`src/rtl/s2mm_pkg.sv`:
```
// ---------------------------------------------------------------------------
// s2mm_pkg
// Shared types for the S2MM/MM2S frame-buffer scheduler.
//   fb_idx_t   : 2-bit frame-buffer index (up to C_MAX_BUF buffers)
//   fb_state_t : writer control FSM states
//   idx_mask() : one-hot mask of a buffer index, used to build busy masks
// ---------------------------------------------------------------------------
package s2mm_pkg;

    localparam int C_MAX_BUF = 4;

    typedef logic [1:0] fb_idx_t;

    typedef enum logic [1:0] {
        IDLE,
        START,
        RUN,
        STOP
    } fb_state_t;

    function automatic logic [C_MAX_BUF-1:0] idx_mask(input fb_idx_t idx);
        logic [C_MAX_BUF-1:0] m;
        m      = '0;
        m[idx] = 1'b1;
        return m;
    endfunction

endpackage

```
`src/rtl/fb_pick_next.sv`:
```
// ---------------------------------------------------------------------------
// fb_pick_next
// Combinational round-robin selector for the next write buffer.
// Ports:
//   start_idx : first index to consider; the scan wraps modulo C_BUF_NUM
//   busy_pref : buffers to avoid if any alternative exists (preferred tier)
//   busy_must : buffers that must never be chosen (fallback tier)
//   pick_idx  : first free index of the preferred tier, else of the fallback
//               tier; don't-care when none_free is set
//   none_free : every buffer is busy even in the fallback tier
// ---------------------------------------------------------------------------
module fb_pick_next
    import s2mm_pkg::*;
#(
    parameter int C_BUF_NUM = 3
)(
    input  fb_idx_t              start_idx,
    input  logic [C_MAX_BUF-1:0] busy_pref,
    input  logic [C_MAX_BUF-1:0] busy_must,
    output fb_idx_t              pick_idx,
    output logic                 none_free
);

    // cand[k] is the k-th index visited by the scan, free_*[k] its status.
    fb_idx_t              cand [C_BUF_NUM];
    logic [C_BUF_NUM-1:0] free_pref;
    logic [C_BUF_NUM-1:0] free_must;

    genvar gi;
    generate
        for (gi = 0; gi < C_BUF_NUM; gi++) begin : g_scan
            logic [2:0] sum;
            assign sum          = {1'b0, start_idx} + 3'(gi);
            // start_idx < C_BUF_NUM, so one conditional subtract is a full modulo
            assign cand[gi]     = (sum >= 3'(C_BUF_NUM)) ? fb_idx_t'(sum - 3'(C_BUF_NUM))
                                                         : sum[1:0];
            assign free_pref[gi] = ~busy_pref[cand[gi]];
            assign free_must[gi] = ~busy_must[cand[gi]];
        end
    endgenerate

    logic    pref_found;
    logic    must_found;
    fb_idx_t pref_idx;
    fb_idx_t must_idx;

    always_comb begin
        pref_found = 1'b0;
        must_found = 1'b0;
        pref_idx   = '0;
        must_idx   = '0;
        for (int k = 0; k < C_BUF_NUM; k++) begin
            if (!pref_found && free_pref[k]) begin
                pref_found = 1'b1;
                pref_idx   = cand[k];
            end
            if (!must_found && free_must[k]) begin
                must_found = 1'b1;
                must_idx   = cand[k];
            end
        end
    end

    assign pick_idx  = pref_found ? pref_idx : must_idx;
    assign none_free = ~must_found;

endmodule

```
`src/rtl/s2mm_fb_scheduler.sv`:
```
// ---------------------------------------------------------------------------
// s2mm_fb_scheduler
// Owns a ring of C_BUF_NUM DDR frame buffers. Supplies the S2MM writer's
// next base address, the MM2S reader's latest-complete-frame address, and
// sequences the writer's soft reset. Counts completed and overwritten frames.
// Ports:
//   clk, reset         : clock, synchronous active-high reset
//   enable             : 1 = run the writer, 0 = stop it
//   buf_addr           : packed buffer base addresses, buffer i at [i*W +: W]
//   wr_soft_resetn     : writer soft reset (active low)
//   wr_resetting       : writer reports its reset in progress
//   wr_frame_pulse     : writer wrapped to a new frame
//   wr_base_addr       : address the writer takes at its next wrap
//   rd_frame_pulse     : reader latched rd_base_addr for a new frame
//   rd_base_addr       : address of the latest completed frame
//   rd_valid           : a completed frame exists since start
//   frame_cnt/drop_cnt : saturating completed-frame / overwrite counters
// ---------------------------------------------------------------------------
module s2mm_fb_scheduler
    import s2mm_pkg::*;
#(
    parameter int C_BUF_NUM    = 3,
    parameter int C_ADDR_WIDTH = 32,
    parameter int C_CNT_BITS   = 16
)(
    input  logic                              clk,
    input  logic                              reset,
    input  logic                              enable,
    input  logic [C_BUF_NUM*C_ADDR_WIDTH-1:0] buf_addr,
    output logic                              wr_soft_resetn,
    input  logic                              wr_resetting,
    input  logic                              wr_frame_pulse,
    output logic [C_ADDR_WIDTH-1:0]           wr_base_addr,
    input  logic                              rd_frame_pulse,
    output logic [C_ADDR_WIDTH-1:0]           rd_base_addr,
    output logic                              rd_valid,
    output logic [C_CNT_BITS-1:0]             frame_cnt,
    output logic [C_CNT_BITS-1:0]             drop_cnt
);

    localparam fb_idx_t LAST_IDX = fb_idx_t'(C_BUF_NUM - 1);

    function automatic logic [C_CNT_BITS-1:0] sat_inc(input logic [C_CNT_BITS-1:0] v);
        return (&v) ? v : v + 1'b1;
    endfunction

    // Address lookup padded to C_MAX_BUF entries so a 2-bit index always fits.
    logic [C_ADDR_WIDTH-1:0] addr_tbl [C_MAX_BUF];

    genvar gi;
    generate
        for (gi = 0; gi < C_MAX_BUF; gi++) begin : g_addr
            if (gi < C_BUF_NUM) begin : g_used
                assign addr_tbl[gi] = buf_addr[gi*C_ADDR_WIDTH +: C_ADDR_WIDTH];
            end else begin : g_unused
                assign addr_tbl[gi] = '0;
            end
        end
    endgenerate

    fb_state_t               state_reg,      state_next;
    fb_idx_t                 cur_w_reg,      cur_w_next;
    fb_idx_t                 nxt_w_reg,      nxt_w_next;
    fb_idx_t                 latest_reg,     latest_next;
    fb_idx_t                 rd_cur_reg,     rd_cur_next;
    logic                    latest_v_reg,   latest_v_next;
    logic                    rd_v_reg,       rd_v_next;
    logic                    primed_reg,     primed_next;   // initial wrap from address 0 seen
    logic                    rst_ok_reg,     rst_ok_next;   // one idle wr_resetting sample seen in STOP
    logic [C_CNT_BITS-1:0]   frame_cnt_reg,  frame_cnt_next;
    logic [C_CNT_BITS-1:0]   drop_cnt_reg,   drop_cnt_next;
    logic                    wr_soft_resetn_reg;
    logic [C_ADDR_WIDTH-1:0] wr_base_addr_reg;
    logic [C_ADDR_WIDTH-1:0] rd_base_addr_reg;
    logic                    rd_valid_reg;

    // Writer update first, then reader latch on the updated view, so a
    // same-cycle reader pulse grabs the frame that just completed and the
    // next-target scan already excludes it.
    logic                 wrap;
    fb_idx_t              cur_new;
    fb_idx_t              latest_new;
    fb_idx_t              rd_cur_new;
    fb_idx_t              scan_start;
    logic                 latest_v_new;
    logic                 rd_v_new;
    logic [C_MAX_BUF-1:0] busy_pref;
    logic [C_MAX_BUF-1:0] busy_must;
    fb_idx_t              pick_idx;
    logic                 none_free;

    always_comb begin
        wrap         = wr_frame_pulse && (state_reg == RUN);
        cur_new      = cur_w_reg;
        latest_new   = latest_reg;
        latest_v_new = latest_v_reg;
        if (wrap) begin
            cur_new = nxt_w_reg;
            if (primed_reg) begin
                latest_new   = cur_w_reg;
                latest_v_new = 1'b1;
            end
        end

        rd_cur_new = rd_cur_reg;
        rd_v_new   = rd_v_reg;
        if (rd_frame_pulse && latest_v_new) begin
            rd_cur_new = latest_new;
            rd_v_new   = 1'b1;
        end

        busy_must = idx_mask(cur_new);
        if (rd_v_new) begin
            busy_must = busy_must | idx_mask(rd_cur_new);
        end
        busy_pref = busy_must;
        if (latest_v_new) begin
            busy_pref = busy_pref | idx_mask(latest_new);
        end

        scan_start = (nxt_w_reg == LAST_IDX) ? fb_idx_t'(0) : nxt_w_reg + 1'b1;
    end

    fb_pick_next #(
        .C_BUF_NUM (C_BUF_NUM)
    ) u_pick (
        .start_idx (scan_start),
        .busy_pref (busy_pref),
        .busy_must (busy_must),
        .pick_idx  (pick_idx),
        .none_free (none_free)
    );

    always_comb begin
        state_next     = state_reg;
        cur_w_next     = cur_new;
        nxt_w_next     = nxt_w_reg;
        latest_next    = latest_new;
        latest_v_next  = latest_v_new;
        rd_cur_next    = rd_cur_new;
        rd_v_next      = rd_v_new;
        primed_next    = primed_reg;
        rst_ok_next    = rst_ok_reg;
        frame_cnt_next = frame_cnt_reg;
        drop_cnt_next  = drop_cnt_reg;

        if (wrap) begin
            primed_next = 1'b1;
            if (primed_reg) begin
                frame_cnt_next = sat_inc(frame_cnt_reg);
            end
            // No free buffer: keep writing over the current one.
            if (none_free) begin
                nxt_w_next    = cur_new;
                drop_cnt_next = sat_inc(drop_cnt_reg);
            end else begin
                nxt_w_next = pick_idx;
            end
        end

        case (state_reg)
            IDLE: begin
                if (enable && !wr_resetting) begin
                    state_next = START;
                end
            end
            START: begin
                cur_w_next     = fb_idx_t'(0);
                nxt_w_next     = fb_idx_t'(1);
                latest_v_next  = 1'b0;
                rd_v_next      = 1'b0;
                primed_next    = 1'b0;
                frame_cnt_next = '0;
                drop_cnt_next  = '0;
                state_next     = RUN;
            end
            RUN: begin
                rst_ok_next = 1'b0;
                if (!enable) begin
                    state_next = STOP;
                end
            end
            STOP: begin
                rst_ok_next = !wr_resetting;
                if (!wr_resetting && rst_ok_reg) begin
                    state_next = IDLE;
                end
            end
            default: state_next = IDLE;
        endcase
    end

    always_ff @(posedge clk) begin
        if (reset) begin
            state_reg          <= IDLE;
            cur_w_reg          <= '0;
            nxt_w_reg          <= '0;
            latest_reg         <= '0;
            rd_cur_reg         <= '0;
            latest_v_reg       <= 1'b0;
            rd_v_reg           <= 1'b0;
            primed_reg         <= 1'b0;
            rst_ok_reg         <= 1'b0;
            frame_cnt_reg      <= '0;
            drop_cnt_reg       <= '0;
            wr_soft_resetn_reg <= 1'b0;
            wr_base_addr_reg   <= addr_tbl[0];
            rd_base_addr_reg   <= addr_tbl[0];
            rd_valid_reg       <= 1'b0;
        end else begin
            state_reg          <= state_next;
            cur_w_reg          <= cur_w_next;
            nxt_w_reg          <= nxt_w_next;
            latest_reg         <= latest_next;
            rd_cur_reg         <= rd_cur_next;
            latest_v_reg       <= latest_v_next;
            rd_v_reg           <= rd_v_next;
            primed_reg         <= primed_next;
            rst_ok_reg         <= rst_ok_next;
            frame_cnt_reg      <= frame_cnt_next;
            drop_cnt_reg       <= drop_cnt_next;
            wr_soft_resetn_reg <= (state_next == RUN);
            wr_base_addr_reg   <= addr_tbl[nxt_w_next];
            rd_base_addr_reg   <= addr_tbl[latest_next];
            rd_valid_reg       <= latest_v_next;
        end
    end

    assign wr_soft_resetn = wr_soft_resetn_reg;
    assign wr_base_addr   = wr_base_addr_reg;
    assign rd_base_addr   = rd_base_addr_reg;
    assign rd_valid       = rd_valid_reg;
    assign frame_cnt      = frame_cnt_reg;
    assign drop_cnt       = drop_cnt_reg;

endmodule

```
`config.mk`:
```
export PLATFORM = sky130hd
export DESIGN_NAME = s2mm_fb_scheduler
export DESIGN_NICKNAME = d
export VERILOG_FILES = /design/src/rtl/s2mm_pkg.sv /design/src/rtl/fb_pick_next.sv /design/src/rtl/s2mm_fb_scheduler.sv
export SDC_FILE = /design/constraint.sdc
export NUM_CORES = 1
export LEC_CHECK = 0
export CORE_ASPECT_RATIO = 1.4
export CORE_MARGIN = 4
export CORE_UTILIZATION = 34
export DETAILED_ROUTE_END_ITERATION = 10
export DONT_BUFFER_PORTS = 1
export GPL_TIMING_DRIVEN = 0
export PLACE_DENSITY_LB_ADDON = 0.08
export SLEW_MARGIN = 10
export SYNTH_ARGS = -nofsm -noshare
export SYNTH_HDL_FRONTEND = slang
export SYNTH_SLANG_ARGS = --single-unit
```
`constraint.sdc`:
```
create_clock -name clk -period 2.9 [get_ports clk]
set_clock_uncertainty 0.15 [all_clocks]
set_input_delay 0.435 -clock clk [delete_from_list [all_inputs] [get_ports clk]]
set_output_delay 0.435 -clock clk [all_outputs]
set_load 0.03 [all_outputs]
```
* After elaboration in Yosys (flattened, before gate mapping)
Cells that the tools add are included.
Word-level totals: bits in registers 111, bits of input ports 102, output and inout bits 98
Cells by class: add/sub/neg operators 8, $lt $le $gt $ge 14, equal/unequal tests 5, muxes and demuxes 60, bitwise gates (word level) 11, reductions and logical operators 21
Operators by type and width (number):
- $mux 32 | 6
- $bmux 32 s2 | 2
- $mux 2 | 21
- $add 16x1->16 const B | 2
- $reduce_and 16->1 | 2
- $lt 2x3->1 const B | 6
- $mux 1 | 18
- $bmux 1 s2 | 6
- $logic_and 1x1->1 | 11
- $eq 2x2->1 const B | 4
- $mux 4 | 2
- $or 4x4->4 | 2
- $pmux 2 s4 | 1
- $not 1->1 | 7
- $demux 1 s2 | 3
- $ge 2x1->1 const B | 3
- $ge 3x2->1 const B | 2
- $ge 3x3->1 const B | 2
- $not 2->3 | 2
- $reduce_and 3->1 | 2
- $sub 2x2->2 const B | 3
- $add 2x1->3 const B | 1
- $add 2x2->3 const B | 1
- $logic_not 1->1 | 3
- 7 further kinds | 7

* Longest topological paths before layout
depth in word-level cells 30, depth in mapped cells 13, mapped depth without buffers 9

* Hierarchy
A second synthesis with hierarchy kept.
Second synthesis, totals: cells, all modules 590, area total of the unflattened synthesis 5335.1 µm²
By module, submodules not included:
- s2mm_fb_scheduler | times used 1, cells each 530, area an instance 4890.9 µm², sequential area each 2222.1 µm²
- fb_pick_next | times used 1, cells each 60, area an instance 444.2 µm², sequential area each 0.0 µm²

* Worst setup path after synthesis
No wires, ideal clock.
path type register to register, start reg rd_valid (netlist name), end reg wr_base_addr_reg[14], in the netlist wr_base_addr[14], library setup time 0.120 ns, arrival 2.681 ns, required time 2.630 ns, setup slack -0.050 ns, cell stages (with the launch flop) 13, clock period less this slack 2.950 ns, path through dfxtp_1 clkbuf_1 nor3b_1 o21ai_2 o221ai_2 or3_1 a221oi_1 nor2_1 a21o_1 buf_6 a21o_4 buf_6 a211o_1
RTL lines:
- end signal: assignment | line s2mm_fb_scheduler.sv:207 | wr_base_addr_reg <= addr_tbl[0];
- end signal: assignment | line s2mm_fb_scheduler.sv:223 | wr_base_addr_reg <= addr_tbl[nxt_w_next];
- end: declaration | line s2mm_fb_scheduler.sv:73 | logic [C_ADDR_WIDTH-1:0] wr_base_addr_reg;

* Worst setup path after layout
start reg state_reg[0], end reg wr_base_addr_reg[2], in the netlist wr_base_addr[2]
Between the ends: word-level cells in the longest chain between the ends 30
Ends and longest elaborated chain:
- start: declaration | line s2mm_fb_scheduler.sv:61 | fb_state_t state_reg, state_next;
- start signal: assignment | line s2mm_fb_scheduler.sv:211 | state_reg <= state_next;
- $eq 2x2->1 | line s2mm_fb_scheduler.sv:93 | wrap = wr_frame_pulse && (state_reg == RUN);
- $logic_and 1x1->1 | line s2mm_fb_scheduler.sv:93
- $mux 1 | line s2mm_fb_scheduler.sv:97 | if (wrap) begin
- $logic_and 1x1->1 | line s2mm_fb_scheduler.sv:107 | if (rd_frame_pulse && latest_v_new) begin
- $mux 2 | line s2mm_fb_scheduler.sv:107
- $lt 2x3->1 (not written as such) / $ge 2x1->1 (equally long branches) | line s2mm_pkg.sv:24 | m[idx] = 1'b1;
- $logic_and 1x1->1 (not written as such) | line s2mm_pkg.sv:24
- $mux 1 (not written as such) | line s2mm_pkg.sv:24
- [13 not listed]
- $mux 2 | line fb_pick_next.sv:64 | assign pick_idx = pref_found ? pref_idx : must_idx;
- $mux 2 | line s2mm_fb_scheduler.sv:153 | if (none_free) begin
- $mux 2 | line s2mm_fb_scheduler.sv:147 | if (wrap) begin
- $mux 2 * | line s2mm_fb_scheduler.sv:161 | case (state_reg)
- $not 2->3 (not written as such) * | line s2mm_fb_scheduler.sv:223
- $bmux 32 s2 * | line s2mm_fb_scheduler.sv:223
- $mux 32 (not written as such) * (2 in series) | line s2mm_fb_scheduler.sv:223
- $mux 32 * | line s2mm_fb_scheduler.sv:194 | if (reset) begin
Mark *: on every way between the ends. The rest lies on a longest branch, timed or not. The select of a mux whose other input is x is not followed. A chain may end at the register's enable or synchronous reset.

==> results.cfg <==
[synth]
synth-seq-cells = 111
async_reset_ff_frac = 0
ys_types = 55
netlist_area_sq_um = 5190
synth_top_cell_by_area = dfxtp_1
synthesis.nets = 678
post-synth-top-count-cell = dfxtp_1
avgSynthCellArea_sq_um = 9.03
synth_area_leaders = dfxtp_1 (43%), a211o_1 (5.7%), a22oi_1 (4.8%), nor4b_2 (4.0%), o21ai_0 (4.0%)
yosys.area.top_type_share = 0.428
synthTopCellsByCount = dfxtp_1 (111), nand2_1 (53), o21ai_0 (42)
ys_warn_count = 0
synth_seq_area_share = 0.428
synthFlopType = dfxtp_1
synth_edf_count = 0
postSynthCellCount = 575

[critical_path]
path_class = reg -> reg
timing.critical_path.buf_inv = 3
path_max_fanout = 10
cp.arrival_ps = 3050
slowest_delay_ps = 360
cp.required_ps = 2990
path_cells = and3b_1 -> buf_6 -> mux2i_4 -> o211a_1 -> o211ai_1 -> a221oi_2 -> nor2_2 -> a21o_1 -> buf_6 -> a21o_4 -> buf_8 -> a211o_1
critPathSlowestCell = dfxtp_2
cpLargestDelayFamily = compound AO/OA/AOI/OAI gates
critPathLaunchType = flop
worst_setup_path_end_kind = flop
crit_top_cell = buf_6

[global_route]
grt-ovfl-total = 0
grt_pass1_wl_um = 26100
antenna_found_initial = 0
grt_max_degree = 24
grt_usage = 0.186
grt_pass1_vias = 4700

[floorplan]
die_x_um = 112
core_sq_um = 15000
die_area_sq_um = 17300
die_h_um = 154
rows = 53
io_pins = 200
start_util = 0.347

[run_status]
violations = negative setup slack
status = finished, violations left

[clock_tree]
clock_path_buffers = 2
cts_tree = done
numCtsBuffers = 9
cts.clk_slew.worst_paths_ps = 90
cts_max_level = 3
worst_skew_pair.late_latency_ps = 340
cts_sinks = 111
cts_root_buffer = clkbuf_16

[route]
highest_layer = met4
met1_length_um = 6500
wirelength_um = 16800
vias = 4517
ant_nets = 0
routed_via_density = 5.64
drc = 0
routed-wl-met3_um = 1660
wl_met2_um = 8490
wl_per_cell_um = 21.0
dr.pass1.iters = 6
drt_iter0_drc = 258

[timing]
slew_viol_final = 0
finalHoldViolCount = 0
timing.slew.headroom = 0.498
fin_crit_ps = 2960
fmax_ghz = 0.338
period_share = 1.02
layout_setup_ws_ps = -61.6
worstMarginPinSlew_ps = 753
grt_setup_unrepaired = yes
setup_viol = 30

[final_layout]
diodes = 0
drive_gt1_frac = 0.182
instances_no_fill = 801
fillers = 1493
fin_nets = 707
areaGrowthSynthToFinish_pct = 18.2

[power_and_ir_drop]
peakVddDrop_mv = 0.399
p_leak_uw = 0.00244
power_density_nw_per_um2 = 570

[place]
dp_cells = 767
portBuffers = 0
place.gp.congestion = 0.845
place_ws_ps = -482
dp_hpwl_um = 12200

[job]
drv_cap = 0

[hold_path]
min_path_type = in -> reg
## where the power goes
part           switching [uW]  leakage, uW  internal [uW]  total (uW)
sequential                212     0.000922           1610        1820
clock                     666     0.000153            632        1300
combinational             217      0.00137            165         381
## path summary, 6_finish.rpt
path,depth (start not counted),slack [ps],from,endpoint
worst min-delay path,2,30,buf_addr[7],rd_base_addr[7]$_DFF_P_
worst max-delay path,12,-60,state_reg[0]$_SDFF_PP0_,wr_base_addr[2]$_DFF_P_
worst max register to register,12,-60,state_reg[0]$_SDFF_PP0_,wr_base_addr[2]$_DFF_P_
worst min register to register,2,360,rst_ok_reg$_SDFFE_PP0P_,rst_ok_reg$_SDFFE_PP0P_
## per-layer routing
layer,vias to the layer above,global-route usage
li1,2149,-
met1,2175,0.215
met2,184,0.320
met3,9,0.0783
met4,0,0.0458
met5,-,0
## kinds of logic (layout without fill, tap and decap cells)
kind of cell	Yosys count	in the layout	synth area share
AOI/OAI and AO/OA	148	149	0.204
DFF	111	111	0.428
and+or+nand+nor	221	221	0.263
buffers and inverters	77	110	0.0715
adders and majority gates	1	1	0.00241
xor gates and xnor gates	12	12	0.0202
muxes	5	5	0.0111
## through the flow
step / utilization / hold slack (ps) / power, uW / instance area [sq um] / setup TNS (ps)
global placement: 0.363 / 334 / 2200 / 5440 / -14840
CTS: 0.399 / 27.0 / 3530 / 5980 / -846
floorplan: - / 310 / 2090 / 5200 / 0
detailed placement: 0.363 / 342 / 2200 / 5440 / -14670
global route: 0.410 / 25.5 / 3640 / 6140 / -4930
finish: 0.410 / 34.8 / 3500 / 6140 / -1280
## layout by cell type (no fill, tap or decap), drive strengths merged, types with 2 or more instances in the layout
master / count
or3: 4
nand4: 2
inv: 36
a22oi: 33
o21a: 3
clkinv: 2
clkbuf: 36
o21ai: 47
nand3b: 4
nor3: 3
a211o: 34
and2: 16
buf: 36
nor4: 32
mux2i: 5
o2bb2ai: 2
xor2: 9
a21o: 2
nand2: 53
nand2b: 7
a31oi: 4
nor4b: 34
xnor2: 3
dfxtp: 111
nor3b: 2
and3b: 4
nor2: 36
and3: 7
nand3: 7
nor2b: 6
a21oi: 15
## what timing repair did
item | CTS | global route
hold buffers | 0 | 0
cloned | 2 | 1
gates resized for setup | 36 | 19
buffers inserted | 10 | 6
endpoints found under the setup margin | 34 | 33
pin swaps | 10 | 3
## cell type report
class	instances	area, sq um	share of cell area
multi-input cells	388	2770	0.451
flip-flops and latches	111	2230	0.363
plain buffers	45	312	0.0507
well taps	192	240	0.0391
clock buffers	9	225	0.0367
repair buffers	18	153	0.0249
inverters	31	116	0.0190
clock inverters	7	91.3	0.0149
No activity file was read; power rests on OpenSTA's default activity.
